--- config.mk ---
export PLATFORM = sky130hd
export DESIGN_NAME = audio_in_deserializer
export DESIGN_NICKNAME = d
export VERILOG_FILES = /design/src/rtl/audio_pkg.sv /design/src/rtl/audio_pair_fifo.sv /design/src/rtl/audio_in_deserializer.sv
export SDC_FILE = /design/constraint.sdc
export NUM_CORES = 1
export LEC_CHECK = 0
export CAP_MARGIN = 20
export CORE_MARGIN = 1.5
export CORE_UTILIZATION = 37
export DETAILED_ROUTE_END_ITERATION = 6
export HOLD_SLACK_MARGIN = 0.02
export PLACE_DENSITY = 0.62
export SLEW_MARGIN = 20
export SYNTH_ARGS = -nofsm -noshare
export SYNTH_HDL_FRONTEND = slang
export SYNTH_SLANG_ARGS = --single-unit
--- constraint.sdc ---
create_clock -name CLOCK_50 -period 6.35 [get_ports CLOCK_50]
set_clock_uncertainty 0.05 [all_clocks]
set_input_delay 1.27 -clock CLOCK_50 [delete_from_list [all_inputs] [get_ports CLOCK_50]]
set_output_delay 1.27 -clock CLOCK_50 [all_outputs]
set_load 0.05 [all_outputs]
--- src/rtl/audio_pkg.sv ---
// rtl/audio_pkg.sv - shared capture FSM encoding and I2S framing constants
//
// Contents:
//   capture_state_t : IDLE / SKIP / SHIFT / DONE capture states
//   I2S_DELAY_BITS  : BCLK rises ignored after each LRCK edge before the MSB

package audio_pkg;

    typedef enum logic [1:0] {
        ST_IDLE  = 2'd0,
        ST_SKIP  = 2'd1,
        ST_SHIFT = 2'd2,
        ST_DONE  = 2'd3
    } capture_state_t;

    localparam int I2S_DELAY_BITS = 1;

endpackage

--- src/rtl/audio_pair_fifo.sv ---
// rtl/audio_pair_fifo.sv - stereo pair FIFO with sticky overflow flag
//
// Ports:
//   CLOCK_50, resetn : clock, asynchronous active-low reset
//   clear            : synchronous flush of contents and overflow flag; beats push/pop
//   s_tdata/s_tvalid : push side (no backpressure; a push while full is dropped)
//   m_tdata/m_tvalid : head word / non-empty
//   m_tready         : pop strobe, ignored while empty
//   overflow         : sticky, set when a push is dropped

module audio_pair_fifo #(
    parameter int WIDTH = 64,
    parameter int DEPTH = 4
) (
    input  logic             CLOCK_50,
    input  logic             resetn,
    input  logic             clear,
    input  logic [WIDTH-1:0] s_tdata,
    input  logic             s_tvalid,
    output logic [WIDTH-1:0] m_tdata,
    output logic             m_tvalid,
    input  logic             m_tready,
    output logic             overflow
);

    localparam int AW = $clog2(DEPTH);

    logic [AW:0]      wr_ptr;
    logic [AW:0]      rd_ptr;
    logic [WIDTH-1:0] mem [DEPTH];
    logic             full;
    logic             empty;
    logic             do_push;
    logic             do_pop;

    assign empty = (wr_ptr == rd_ptr);
    assign full  = (wr_ptr[AW-1:0] == rd_ptr[AW-1:0]) && (wr_ptr[AW] != rd_ptr[AW]);

    // A pop while full frees the slot the same-cycle push lands in.
    assign do_pop  = !clear && m_tready && !empty;
    assign do_push = !clear && s_tvalid && (!full || do_pop);

    assign m_tdata  = mem[rd_ptr[AW-1:0]];
    assign m_tvalid = !empty;

    always_ff @(posedge CLOCK_50) begin
        if (do_push) begin
            mem[wr_ptr[AW-1:0]] <= s_tdata;
        end
    end

    always_ff @(posedge CLOCK_50 or negedge resetn) begin
        if (!resetn) begin
            wr_ptr   <= '0;
            rd_ptr   <= '0;
            overflow <= 1'b0;
        end else if (clear) begin
            wr_ptr   <= '0;
            rd_ptr   <= '0;
            overflow <= 1'b0;
        end else begin
            if (do_push) begin
                wr_ptr <= wr_ptr + (AW+1)'(1);
            end
            if (do_pop) begin
                rd_ptr <= rd_ptr + (AW+1)'(1);
            end
            if (s_tvalid && !do_push) begin
                overflow <= 1'b1;
            end
        end
    end

endmodule

--- src/rtl/audio_in_deserializer.sv ---
// rtl/audio_in_deserializer.sv - I2S ADC capture into a stereo pair FIFO
//
// Ports:
//   CLOCK_50, resetn           : system clock, asynchronous active-low reset
//   AUD_BCLK, AUD_ADCLRCK      : codec bit clock / word select (low = left), asynchronous
//   AUD_ADCDAT                 : codec serial data, MSB first, one-bit I2S delay
//   clear_audio_in_memory      : flush FIFO, overflow flag, held and partial words
//   read_audio_in              : pop one pair
//   audio_in_available         : FIFO non-empty
//   left/right_channel_audio_in: pair at FIFO head (zero while empty)
//   audio_in_overflow          : sticky, a completed pair was dropped

module audio_in_deserializer
    import audio_pkg::*;
#(
    parameter int DATA_WIDTH = 32,
    parameter int FIFO_DEPTH = 4
) (
    input  logic                  CLOCK_50,
    input  logic                  resetn,
    input  logic                  AUD_BCLK,
    input  logic                  AUD_ADCLRCK,
    input  logic                  AUD_ADCDAT,
    input  logic                  clear_audio_in_memory,
    input  logic                  read_audio_in,
    output logic                  audio_in_available,
    output logic [DATA_WIDTH-1:0] left_channel_audio_in,
    output logic [DATA_WIDTH-1:0] right_channel_audio_in,
    output logic                  audio_in_overflow
);

    localparam int CNT_W = $clog2(DATA_WIDTH + 1);
    localparam logic [CNT_W-1:0] CNT_LAST  = CNT_W'(DATA_WIDTH - 1);
    localparam logic [CNT_W-1:0] CNT_FULL  = CNT_W'(DATA_WIDTH);
    localparam logic [CNT_W-1:0] SKIP_LAST = CNT_W'(I2S_DELAY_BITS - 1);

    // [0],[1] synchronize; [2] is the delayed copy for edge detection.
    logic [2:0] bclk_sync;
    logic [2:0] lrck_sync;
    logic [1:0] dat_sync;
    logic       bclk_rise;
    logic       lrck_edge;

    always_ff @(posedge CLOCK_50 or negedge resetn) begin
        if (!resetn) begin
            bclk_sync <= '0;
            lrck_sync <= '0;
            dat_sync  <= '0;
        end else begin
            bclk_sync <= {bclk_sync[1:0], AUD_BCLK};
            lrck_sync <= {lrck_sync[1:0], AUD_ADCLRCK};
            dat_sync  <= {dat_sync[0], AUD_ADCDAT};
        end
    end

    assign bclk_rise = bclk_sync[1] && !bclk_sync[2];
    assign lrck_edge = lrck_sync[1] ^ lrck_sync[2];

    capture_state_t        state, state_d;
    logic [CNT_W-1:0]      bit_cnt, bit_cnt_d;
    logic [DATA_WIDTH-1:0] shreg, shreg_d;
    logic                  channel, channel_d;
    logic                  commit;
    logic [DATA_WIDTH-1:0] commit_word;
    logic                  commit_right;

    always_ff @(posedge CLOCK_50 or negedge resetn) begin
        if (!resetn) begin
            state   <= ST_IDLE;
            bit_cnt <= '0;
            shreg   <= '0;
            channel <= 1'b0;
        end else begin
            state   <= state_d;
            bit_cnt <= bit_cnt_d;
            shreg   <= shreg_d;
            channel <= channel_d;
        end
    end

    always_comb begin
        state_d      = state;
        bit_cnt_d    = bit_cnt;
        shreg_d      = shreg;
        channel_d    = channel;
        commit       = 1'b0;
        // Bits arrive at the LSB end, so a word cut short by LRCK is
        // left-justified by shifting out the bits that never came.
        commit_word  = shreg << (CNT_FULL - bit_cnt);
        commit_right = channel;

        if (clear_audio_in_memory) begin
            state_d   = ST_IDLE;
            bit_cnt_d = '0;
            shreg_d   = '0;
        end else if (lrck_edge) begin
            if (state == ST_SHIFT) begin
                commit = 1'b1;
            end
            state_d   = ST_SKIP;
            bit_cnt_d = '0;
            shreg_d   = '0;
            channel_d = lrck_sync[1];
        end else if (bclk_rise) begin
            unique case (state)
                ST_SKIP: begin
                    if (bit_cnt == SKIP_LAST) begin
                        state_d   = ST_SHIFT;
                        bit_cnt_d = '0;
                    end else begin
                        bit_cnt_d = bit_cnt + CNT_W'(1);
                    end
                end
                ST_SHIFT: begin
                    shreg_d   = {shreg[DATA_WIDTH-2:0], dat_sync[1]};
                    bit_cnt_d = bit_cnt + CNT_W'(1);
                    if (bit_cnt == CNT_LAST) begin
                        state_d     = ST_DONE;
                        commit      = 1'b1;
                        commit_word = shreg_d;
                    end
                end
                default: begin
                end
            endcase
        end
    end

    // Pairing: a right word only forms a pair with a left word captured
    // since the last pair, clear or reset; otherwise it is dropped.
    logic [DATA_WIDTH-1:0]   left_hold;
    logic                    left_valid;
    logic [2*DATA_WIDTH-1:0] pair_tdata;
    logic                    pair_tvalid;

    always_ff @(posedge CLOCK_50 or negedge resetn) begin
        if (!resetn) begin
            left_hold   <= '0;
            left_valid  <= 1'b0;
            pair_tdata  <= '0;
            pair_tvalid <= 1'b0;
        end else begin
            pair_tvalid <= 1'b0;
            if (clear_audio_in_memory) begin
                left_hold  <= '0;
                left_valid <= 1'b0;
            end else if (commit) begin
                if (!commit_right) begin
                    left_hold  <= commit_word;
                    left_valid <= 1'b1;
                end else if (left_valid) begin
                    pair_tdata  <= {left_hold, commit_word};
                    pair_tvalid <= 1'b1;
                    left_valid  <= 1'b0;
                end
            end
        end
    end

    logic [2*DATA_WIDTH-1:0] head_tdata;
    logic                    head_tvalid;

    audio_pair_fifo #(
        .WIDTH (2*DATA_WIDTH),
        .DEPTH (FIFO_DEPTH)
    ) u_fifo (
        .CLOCK_50 (CLOCK_50),
        .resetn   (resetn),
        .clear    (clear_audio_in_memory),
        .s_tdata  (pair_tdata),
        .s_tvalid (pair_tvalid),
        .m_tdata  (head_tdata),
        .m_tvalid (head_tvalid),
        .m_tready (read_audio_in),
        .overflow (audio_in_overflow)
    );

    // Gate with non-empty so the outputs read zero straight out of reset.
    assign audio_in_available     = head_tvalid;
    assign left_channel_audio_in  = head_tvalid ? head_tdata[2*DATA_WIDTH-1:DATA_WIDTH] : '0;
    assign right_channel_audio_in = head_tvalid ? head_tdata[DATA_WIDTH-1:0] : '0;

endmodule
==> results of run 1 <==
worst max-delay path: stages (launching register included):
cell and delay (ps):
dfrtp_2 850, xor2_1 230, nor2_1 90, nand2_2 700, and2_1 250, clkdlybuf4s50_1 810
registers in the layout (all words and copies together) (netlist names):
register	cells
bclk_sync	3
bit_cnt	6
channel	1
dat_sync	2
left_hold	32
left_valid	1
lrck_sync	3
pair_tdata	64
pair_tvalid	1
shreg	32
state	2
u_fifo.mem	256
u_fifo.overflow	1
u_fifo.rd_ptr	3
u_fifo.wr_ptr	3
power breakdown:
group	switching (W)	leakage (nW)	internal [W]
clock	0.00102	0.747	0.00170
combinational	0.0000513	2.15	0.0000187
sequential	0.0000167	4.40	0.00284
metal layers:
layer / up-vias / share of wire [%] / GRT usage (%) / wire length [microns]
li1: 4657 / - / - / -
met1: 5281 / 45 / 23.0 / 17700
met2: 283 / 46 / 24.7 / 18000
met3: 76 / 5.1 / 2.42 / 1980
met4: 0 / 3.2 / 5.90 / 1260
met5: - / 0 / 0 / 0
logic make-up (layout without fill, tap and decap cells):
kind of cell	count (synthesis)	after routing	synth area share, %
xor+xnor	14	14	0.815
flops	410	410	64.8
simple gates	309	309	8.51
mux	160	160	15.9
buf+inv	94	193	2.33
compound gates	191	191	7.03
fa+ha+maj	9	9	0.632
layout make-up:
| class | count | area [sq um] | area share, % |
|---|---|---|---|
| clock buffers | 54 | 1160 | 5.58 |
| repair buffers | 96 | 940 | 4.52 |
| flip-flops and latches | 410 | 11500 | 55.6 |
| multi-input cells | 683 | 5910 | 28.4 |
| inverters | 17 | 63.8 | 0.307 |
| clock inverters | 26 | 397 | 1.91 |
| well taps | 615 | 769 | 3.70 |
stage by stage:
stage	instances	hold WS (ps)	setup WS, ps	utilization, %
after floorplan	1187	281	1620	-
after global placement	1821	290	2070	40.3
after detailed placement	1821	296	2040	40.4
after CTS	1901	309	1430	43.6
after global routing	1901	330	1200	43.6
final	1901	309	1520	43.6
how the worst max path moves through the flow:
stage | to | slack, ps | cells after the start
after floorplan | u_fifo.mem[3][0] | 1620 | 4
after global placement | right_channel_audio_in[21] | 2070 | 5
after detailed placement | right_channel_audio_in[20] | 2040 | 5
after CTS | right_channel_audio_in[5] | 1430 | 5
after global routing | right_channel_audio_in[20] | 1200 | 5
final | left_channel_audio_in[19] | 1520 | 5
cell usage after synthesis, types with 5 or more instances:
| cell | number | area (sq um) |
|---|---|---|
| a21oi_1 | 67 | 335 |
| nand4_1 | 5 | 31.3 |
| o221ai_1 | 6 | 52.6 |
| a31oi_1 | 9 | 56.3 |
| o21ai_0 | 31 | 155 |
| dfrtp_1 | 154 | 3850 |
| clkbuf_1 | 34 | 128 |
| buf_4 | 5 | 37.5 |
| nor2_1 | 50 | 188 |
| and3_1 | 5 | 31.3 |
| buf_2 | 29 | 145 |
| mux2i_1 | 24 | 240 |
| mux4_2 | 94 | 2120 |
| a32oi_1 | 9 | 78.8 |
| mux2_2 | 42 | 473 |
| a22oi_1 | 24 | 180 |
| a22o_1 | 6 | 52.6 |
| nand2b_1 | 7 | 43.8 |
| nand3_1 | 13 | 65.1 |
| nand2_1 | 122 | 458 |
| buf_1 | 8 | 30.0 |
| nor3_1 | 18 | 90.1 |
| o21ai_1 | 10 | 50.1 |
| xor2_1 | 7 | 61.3 |
| ha_1 | 9 | 113 |
| edfxtp_1 | 256 | 7690 |
| inv_1 | 17 | 63.8 |
| and2_1 | 68 | 425 |
==> summary.txt, run 1 <==
Outcome
  • Status: finished clean

CTS
  • CTS buffer count: 43
  • Post-CTS Setup Bufs: 0
  • Cts repair resizes: 0
  • H-tree level count: 2
  • # hold bufs at CTS: 0
  • CTS root buf: clkbuf_16
  • Clock-pin transition on the worst setup and hold timing paths: around 60 ps
  • Skew-Pair Late Insertion Delay: roughly 550 ps
  • CTS tree: built
  • CTS max path bufs: 3
  • Clock sink count: 410

Timing
  • Final Max Tran Viols: 0
  • Final Critical Period: just under 5000 ps
  • Final hold vios: 0
  • Slew HR: approximately 28%
  • Fmax: 0.207 GHz
  • RSZ-0062 raised after global routing: false
  • TNS Setup: 0 ps
  • Setup violations, final: 0
  • Period utilisation layout: around 76%
  • Worst slew pin tran: about 1100 ps

GRT
  • Total GRT Usage: 16.0%
  • Initial antenna violation count: 0
  • First-pass GRT wire length: between 60,000 and 70,000 microns
  • Largest net degree at the start of global routing: between 60 and 70
  • Number of global-route vias before repair: between 10,000 and 15,000
  • Global route total overflow: 0

Synth
  • Syn Nets: ~1,200
  • Avg Cell Area, Syn: roughly 15 sq um
  • Synth Warn #: 0
  • Register area share after synthesis: approximately two thirds
  • Synth unique cells: 63
  • Post-synth EDFFs: about 260
  • Synth Register Bits: 410
  • Async SR Flop Fraction: a little under two fifths
  • Cells after synthesis: about 1,200
  • Synthesized area: roughly 0.018 sq mm
  • Prevailing post-synth register cell: edfxtp_1

Power and ir drop
  • PwrDens: between 200 and 300 mW/mm^2
  • VDD IR max: about 150 uV
  • Pwr Total: between 0.005 and 0.006 W
  • Leakage: 7.30 nW

Critical path
  • End of the worst register-to-register path: pair_tdata[27]
  • Worst Path Arrival: around 3500 ps
  • WS Path Type: register to primary output
  • CP required: around 5000 ps
  • Worst Setup Start Kind: register
  • Critical Path Start: u_fifo.rd_ptr[1]
  • Worst R2R Path Depth: 10
  • CP max FO: 67
  • Reg-to-Reg Start: bit_cnt[0]
  • Crit end category: primary output
  • Setup slack, reg-to-reg: between 2000 and 2500 ps

Final layout
  • Final Cell Area: 0.0208 sq mm
  • Share of cells above drive strength 1: about a fifth
  • Fillers: 4,207
  • Most frequent cells in the layout: 256 x edfxtp_1, 151 x dfrtp_1, 121 x nand2_1, 94 x mux4_2, 71 x clkdlybuf4s50_1
  • Area Overhead vs Synth: 16.7%
  • Commonest non-fill, non-tap cell in the layout: edfxtp_1
  • Nets: between 1,000 and 1,500
  • Ant. Diodes: 0

Floorplan
  • Die H: between 200 and 250 microns
  • Core Rows: 80
  • Initial Util: between 30% and 40%
  • CORE AREA: 0.0476 sq mm
  • IO Pins: 73
  • Area of the die: 0.0495 sq mm
  • Die Wd: roughly 220 microns

Placement
  • Placed Area: slightly below 0.02 sq mm
  • DPL Wire Length: ~25,000 microns
  • Final Wtd Congestion: around 0.87
  • IO Port Bufs: 72

Hold path
  • Hold endpoint: lrck_sync[1]
  • Hold path depth: 0
  • Min-delay src: lrck_sync[0]
  • Hold Path Class: register to register

Routing
  • Drt first pass iters: 5
  • Routed wire length per instance: roughly 20 microns
  • Iter 0 DRT Violations: 832
  • Vias per cell: 5.42
  • Vias: roughly 10,000
  • Remaining antenna violation count: 0
  • # DRC: 0
  • Final WL: a little under 40,000 microns

Job
  • Max Cap Violations: 0
(Power assumes the default switching activity.)
==> run 2: changes to the inputs <==
Settings changed: PLACE_DENSITY 0.62 to 0.64.
Clock period 6.35 ns to 4.3 ns, I/O delays scaled along.
==> run 2 against run 1 <==
Effect of this change: sequential share of layout area grew 0.27 points; sequential power grew 48%; cell area shrank 0.49%; setup slack lost 1100 ps; die area is the same; non-clock buffer count grew 4; worst hold slack lost 42 ps; wire length is essentially flat; critical path type unchanged; largest cell class unchanged.
==> summary.txt, run 2 (synthesized netlist as in run 1, its figures left out) <==
Final layout
  • Max FFs per register: 256 (unchanged)
  • Nets: 1,271 (+0.32%)
  • Ant. Diodes: 0 (unchanged)
  • Commonest non-fill, non-tap cell in the layout: edfxtp_1
  • Most frequent cells in the layout: 256 x edfxtp_1, 151 x dfrtp_1, 121 x nand2_1, 94 x mux4_2, 71 x clkdlybuf4s50_1
  • Area Overhead vs Synth: 16.1%
  • Share of cells above drive strength 1: 19.9% (-0.28 points)

Critical path
  • Worst Setup Start Kind: register
  • Worst Path Arrival: 2950 ps (-560 ps)
  • CP max FO: 42 (-37%)
  • WS Path Type: register to primary output
  • CP required: 3390 ps (-1640 ps)
  • Crit end category: primary output

Timing
  • Period utilisation layout: approximately 90%
  • Final Critical Period: 3860 ps
  • Fmax: approximately 0.26 GHz
  • Final hold vios: 0 (unchanged)
  • Setup violations, final: 0 (unchanged)
  • TNS Setup: 0 ps (unchanged)
  • Worst slew pin tran: 784 ps (-299 ps)
  • Slew HR: 47.3% (+20 points)
  • Final Max Tran Viols: 0 (unchanged)
  • RSZ-0062 raised after global routing: false

Routing
  • # DRC: 0 (unchanged)
  • Remaining antenna violation count: 0 (unchanged)
  • Routed wire length per instance: 20.4 microns (-0.23%)
  • DR top layer: met4
  • Met3 Wirelength: 2190 microns (+11%)
  • Iter 0 DRT Violations: 753 (-9.5%)
  • Vias per cell: 5.43 (+0.33%)
  • Met1 WL: 17,000 microns (-4.0%)
  • Drt first pass iters: 5 (unchanged)
  • Met2 routed WL: 19,000 microns (+5.1%)
  • Vias: 10,347 (+0.49%)
  • Final WL: 38,900 microns (about the same)

CTS
  • CTS tree: built
  • Clock sink count: 410 (unchanged)
  • Cts repair resizes: 0 (unchanged)
  • H-tree level count: 2 (unchanged)
  • Clock-pin transition on the worst setup and hold timing paths: 60 ps (about the same)
  • Skew-Pair Late Insertion Delay: 540 ps (about the same)
  • CTS root buf: clkbuf_16
  • CTS max path bufs: 3 (unchanged)
  • CTS buffer count: 43 (unchanged)
  • # hold bufs at CTS: 0 (unchanged)
  • Post-CTS Setup Bufs: 0 (unchanged)

Placement
  • Final Wtd Congestion: 0.908 (+4.0%)
  • IO Port Bufs: 72 (unchanged)
  • DPL Wire Length: 24,400 microns (-0.93%)

Hold path
  • Hold Path Class: primary input to asynchronous set/reset pin

Power and ir drop
  • Comb pwr share: 1.3% (about the same)
  • Switch Pwr: 0.00157 W (+44%)
  • Proportion of power drawn by the clock network: 44.9% (-3.3 points)
  • PwrDens: 379 mW/mm^2 (+39%)
  • Leakage: 7.09 nW (-2.9%)
  • Sequential share of power: 53.8% (+3.3 points)
  • VDD IR max: 233 uV (+52%)
  • Net Sw Frac: 20.0% (+0.76 points)
  • Pwr Total: 0.00783 W (+39%)
  • P_int: 0.00626 W (+37%)

Floorplan
  • CORE AREA: 0.0476 sq mm (unchanged)
  • Core Rows: 80 (unchanged)
  • Die H: 222 microns (unchanged)
  • Initial Util: 37.4% (unchanged)
  • Area of the die: 0.0495 sq mm (unchanged)
  • Die Wd: 222 microns (unchanged)
  • IO Pins: 73 (unchanged)

Outcome
  • Status: finished clean

GRT
  • Largest net degree at the start of global routing: 94 (+38%)
  • Number of global-route vias before repair: 10,644 (+4.3%)
  • Total GRT Usage: 16.0% (+0.026 points)
  • Initial antenna violation count: 0 (unchanged)
  • First-pass GRT wire length: 62,300 microns (+1.0%)
  • Global route total overflow: 0 (unchanged)

Job
  • Max Cap Violations: 0 (unchanged)
run 2: metrics by stage:
step / hold WS (ps) / setup slack (ps) / utilization, % / std cells / area, sq um
after floorplan: 281 / 695 / - / 1187 / 17800
after global placement: 287 / 968 / 40.6 / 1825 / 19300
after detailed placement: 286 / 934 / 40.6 / 1825 / 19300
after CTS: 299 / 354 / 43.4 / 1904 / 20700
after global routing: 310 / 254 / 43.4 / 1904 / 20700
final: 267 / 436 / 43.4 / 1904 / 20700
run 2: worst max-delay path: stages (launching register included):
cell and delay [ps]:
dfrtp_4 490, xor2_1 200, nor2_1 90, nand2_2 370, buf_12 250, and2_1 180
clkdlybuf4s50_1 810
run 2: per-layer routing:
metal,global-route usage (%),up-vias
met5,0,-
met2,26.2,309
met3,2.90,52
met4,4.37,0
met1,22.1,5344
li1,-,4642
run 2: area by class of cell:
type / instances / area [sq um]
Multi-Input combinational cell: 683 / 5900
Inverter: 17 / 63.8
Clock inverter: 15 / 131
Tap cell: 615 / 769
Timing Repair Buffer: 100 / 1040
Fill cell: 4194 / 27000
Sequential cell: 410 / 11500
Clock buffer: 64 / 1220
run 2: power by group through the flow:
stage / combinational, W / clock [W] / sequential (W)
2_1_floorplan: 0.0000515 / 0 / 0.00428
3_3_place_gp: 0.000106 / 0 / 0.00429
3_5_place_dp: 0.000108 / 0 / 0.00429
4_1_cts: 0.000109 / 0.00360 / 0.00421
5_1_grt: 0.000122 / 0.00375 / 0.00421
6_report: 0.000106 / 0.00351 / 0.00421
run 2: path summary, 6_finish.rpt:
path                                  start                   endpoint  slack (ps)  depth (start not counted)
max in group asynchronous            resetn               left_hold[8]        3080                          2
hold reg to reg                 dat_sync[0]                dat_sync[1]         300                          0
min in group CLOCK_50           dat_sync[0]                dat_sync[1]         300                          0
setup / recovery           u_fifo.rd_ptr[0]  left_channel_audio_in[20]         440                          6
hold / removal                       resetn             pair_tdata[49]         270                          1
setup reg to reg                 bit_cnt[0]             pair_tdata[24]         980                          8
==> run 3: changes to the inputs <==
Settings changed: CELL_PAD_IN_SITES_DETAIL_PLACEMENT set to 0, CELL_PAD_IN_SITES_GLOBAL_PLACEMENT set to 2, PLACE_DENSITY 0.64 to 0.73.
Clock period 4.3 ns to 4.9 ns, I/O delays scaled along.
==> run 3 against run 2 <==
Effect of this change: sequential power is 12% lower; critical endpoint is now left_channel_audio_in[18]; clock power is 9.4% lower; highest routed layer unchanged; setup slack better by 250 ps.
==> summary.txt, run 3 (synthesized netlist as in run 1, its figures left out) <==
Power and ir drop
  • VDD IR max: 255 uV (+9.3%)
  • P_int: 0.00553 W (-12%)
  • Comb pwr share: 1.3% (about the same)
  • PwrDens: 337 mW/mm^2 (-11%)
  • Leakage: 7.10 nW (+0.16%)
  • Sequential share of power: 53.1% (-0.7 points)
  • Switch Pwr: 0.00144 W (-8.2%)
  • Proportion of power drawn by the clock network: 45.6% (+0.7 points)
  • Net Sw Frac: 20.6% (+0.62 points)
  • Pwr Total: 0.00697 W (-11%)

Floorplan
  • Core Rows: 80 (unchanged)
  • Initial Util: 37.4% (unchanged)
  • Die Wd: 222 microns (unchanged)
  • Area of the die: 0.0495 sq mm (unchanged)
  • IO Pins: 73 (unchanged)
  • Die H: 222 microns (unchanged)
  • CORE AREA: 0.0476 sq mm (unchanged)

Timing
  • Worst slew pin tran: 999 ps (+214 ps)
  • Final Max Tran Viols: 0 (unchanged)
  • Setup violations, final: 0 (unchanged)
  • Period utilisation layout: a little under nine tenths
  • RSZ-0062 raised after global routing: false
  • Final Critical Period: around 4200 ps
  • Fmax: 0.238 GHz
  • Final hold vios: 0 (unchanged)
  • Fin worst setup slack: 691 ps (+255 ps)
  • TNS Setup: 0 ps (unchanged)
  • Slew HR: 33.2% (-14 points)

Critical path
  • Critical-path top delay cell: clkdlybuf4s50_1
  • Top cell family by delay on the critical path: buffers and inverters
  • Critical Path, Cell by Cell: buf_12, mux4_2, and2_1, clkdlybuf4s50_1
  • Worst R2R Path Depth: 8 (unchanged)
  • End of the worst register-to-register path: left_hold[15]
  • Worst Setup Start Kind: register
  • Reg-to-Reg Start: bit_cnt[0]
  • Setup slack, reg-to-reg: 1300 ps (+320 ps)
  • Critical Path Start: u_fifo.rd_ptr[0]
  • Worst Path Arrival: 3180 ps (+230 ps)
  • WS Path Type: register to primary output
  • CP max FO: 56 (+33%)
  • Crit-path max cell delay: 700 ps (-110 ps)
  • Crit end category: primary output
  • CP required: 3870 ps (+480 ps)
  • Buf+Inv Stages, Crit Path: 2 (unchanged)

Job
  • Max Cap Violations: 0 (unchanged)

Final layout
  • Multi-input gate area: 0.00591 sq mm (+0.28%)
  • Fillers: 4,246 (+1.2%)
  • Max FFs per register: 256 (unchanged)
  • Ant. Diodes: 0 (unchanged)
  • Share of cells above drive strength 1: 20.0% (+0.17 points)
  • Most frequent cells in the layout: 256 x edfxtp_1, 151 x dfrtp_1, 121 x nand2_1, 94 x mux4_2, 71 x clkdlybuf4s50_1
  • Area Overhead vs Synth: 16.2% (about the same)
  • Commonest non-fill, non-tap cell in the layout: edfxtp_1
  • FF+latch area: 0.0115 sq mm (unchanged)
  • Nets: 1,269 (-0.16%)

CTS
  • CTS buffer count: 44 (+2.3%)
  • Skew-Pair Late Insertion Delay: 570 ps (+30 ps)
  • # hold bufs at CTS: 0 (unchanged)
  • Cts repair resizes: 0 (unchanged)
  • CTS tree: built
  • Clock-pin transition on the worst setup and hold timing paths: 60 ps (about the same)
  • CTS max path bufs: 3 (unchanged)
  • CTS root buf: clkbuf_16
  • Post-CTS Setup Bufs: 0 (unchanged)
  • H-tree level count: 2 (unchanged)
  • Clock sink count: 410 (unchanged)

Placement
  • DPL Wire Length: 26,100 microns (+6.9%)
  • Post-Place Worst Slack: 1020 ps (+85.0 ps)
  • Final Wtd Congestion: 0.852 (-6.2%)
  • IO Port Bufs: 72 (unchanged)

Hold path
  • Hold Path Class: register to register
  • Min-delay src: bclk_sync[0]
  • Hold path depth: 0
  • Hold endpoint: bclk_sync[1]

GRT
  • First-pass GRT wire length: 65,800 microns (+5.5%)
  • Number of global-route vias before repair: 10,507 (-1.3%)
  • Total GRT Usage: 17.4% (+1.4 points)
  • Initial antenna violation count: 0 (unchanged)
  • Global route total overflow: 0 (unchanged)
  • Largest net degree at the start of global routing: 94 (unchanged)

Routing
  • Final WL: 41,800 microns (+7.3%)
  • # DRC: 0 (unchanged)
  • Remaining antenna violation count: 0 (unchanged)
  • Vias per cell: 5.44 (about the same)
  • Routed wire length per instance: 21.9 microns (+7.4%)
  • Iter 0 DRT Violations: 707 (-6.1%)
  • Drt first pass iters: 4 (-1)
  • Vias: 10,346 (-0.0097%)

Outcome
  • Status: finished clean
run 3: cell types whose count changed in the layout (fill, tap and decap cells not counted), sizes merged:
| cell | change |
|---|---|
| bufinv | +1 |
| buf | -3 |
| clkinv | +7 |
| inv | +1 |
| clkinvlp | +2 |
| clkbuf | -9 |
run 3: worst reg2reg max path: stages, from the launching register on:
cell and delay [ps]:
dfrtp_2 670, inv_1 100, ha_1 320, nor3b_2 220, xnor2_2 730, nand3_4 290, nor2_4 500, nand2_1 360
o21ai_0 250
run 3: power groups by stage:
stage	registers (W)	clock network [W]	logic (W)
global placement	0.00377	0	0.0000941
global route	0.00370	0.00341	0.000105
finish	0.00370	0.00318	0.0000917
floorplan	0.00376	0	0.0000450
detailed placement	0.00377	0	0.0000944
CTS	0.00370	0.00327	0.0000948
run 3: cell type report:
type | instances | share of cell area, %
clock buffer | 55 | 5.71
sequential | 410 | 55.8
timing repair buffer | 97 | 4.88
multi-input combinational | 683 | 28.6
tap | 615 | 3.72
clock inverter | 26 | 1.03
inverter | 17 | 0.308
run 3: through the flow:
step | util [%] | hold WS (ps) | area (sq um) | std cells
finish | 43.4 | 297 | 20700 | 1903
global route | 43.4 | 306 | 20700 | 1903
CTS | 43.4 | 298 | 20700 | 1903
detailed placement | 40.5 | 286 | 19300 | 1822
global placement | 40.5 | 286 | 19300 | 1822
floorplan | - | 281 | 17800 | 1187
run 3: metal layers:
| layer | GRT usage, % | vias up | part of all wire [%] |
|---|---|---|---|
| li1 | - | 4663 | - |
| met1 | 24.9 | 5385 | 46 |
| met2 | 27.4 | 244 | 47 |
| met3 | 3.05 | 54 | 4.6 |
| met4 | 4.61 | 0 | 2.0 |
| met5 | 0 | - | 0 |
run 3: worst max path at each step:
stage	to	slack (ps)	depth (start not counted)
after floorplan	u_fifo.mem[3][0]	460	4
after global placement	right_channel_audio_in[6]	1110	5
after detailed placement	right_channel_audio_in[28]	1020	5
after CTS	right_channel_audio_in[9]	390	5
after global routing	right_channel_audio_in[23]	540	4
final	left_channel_audio_in[18]	690	4
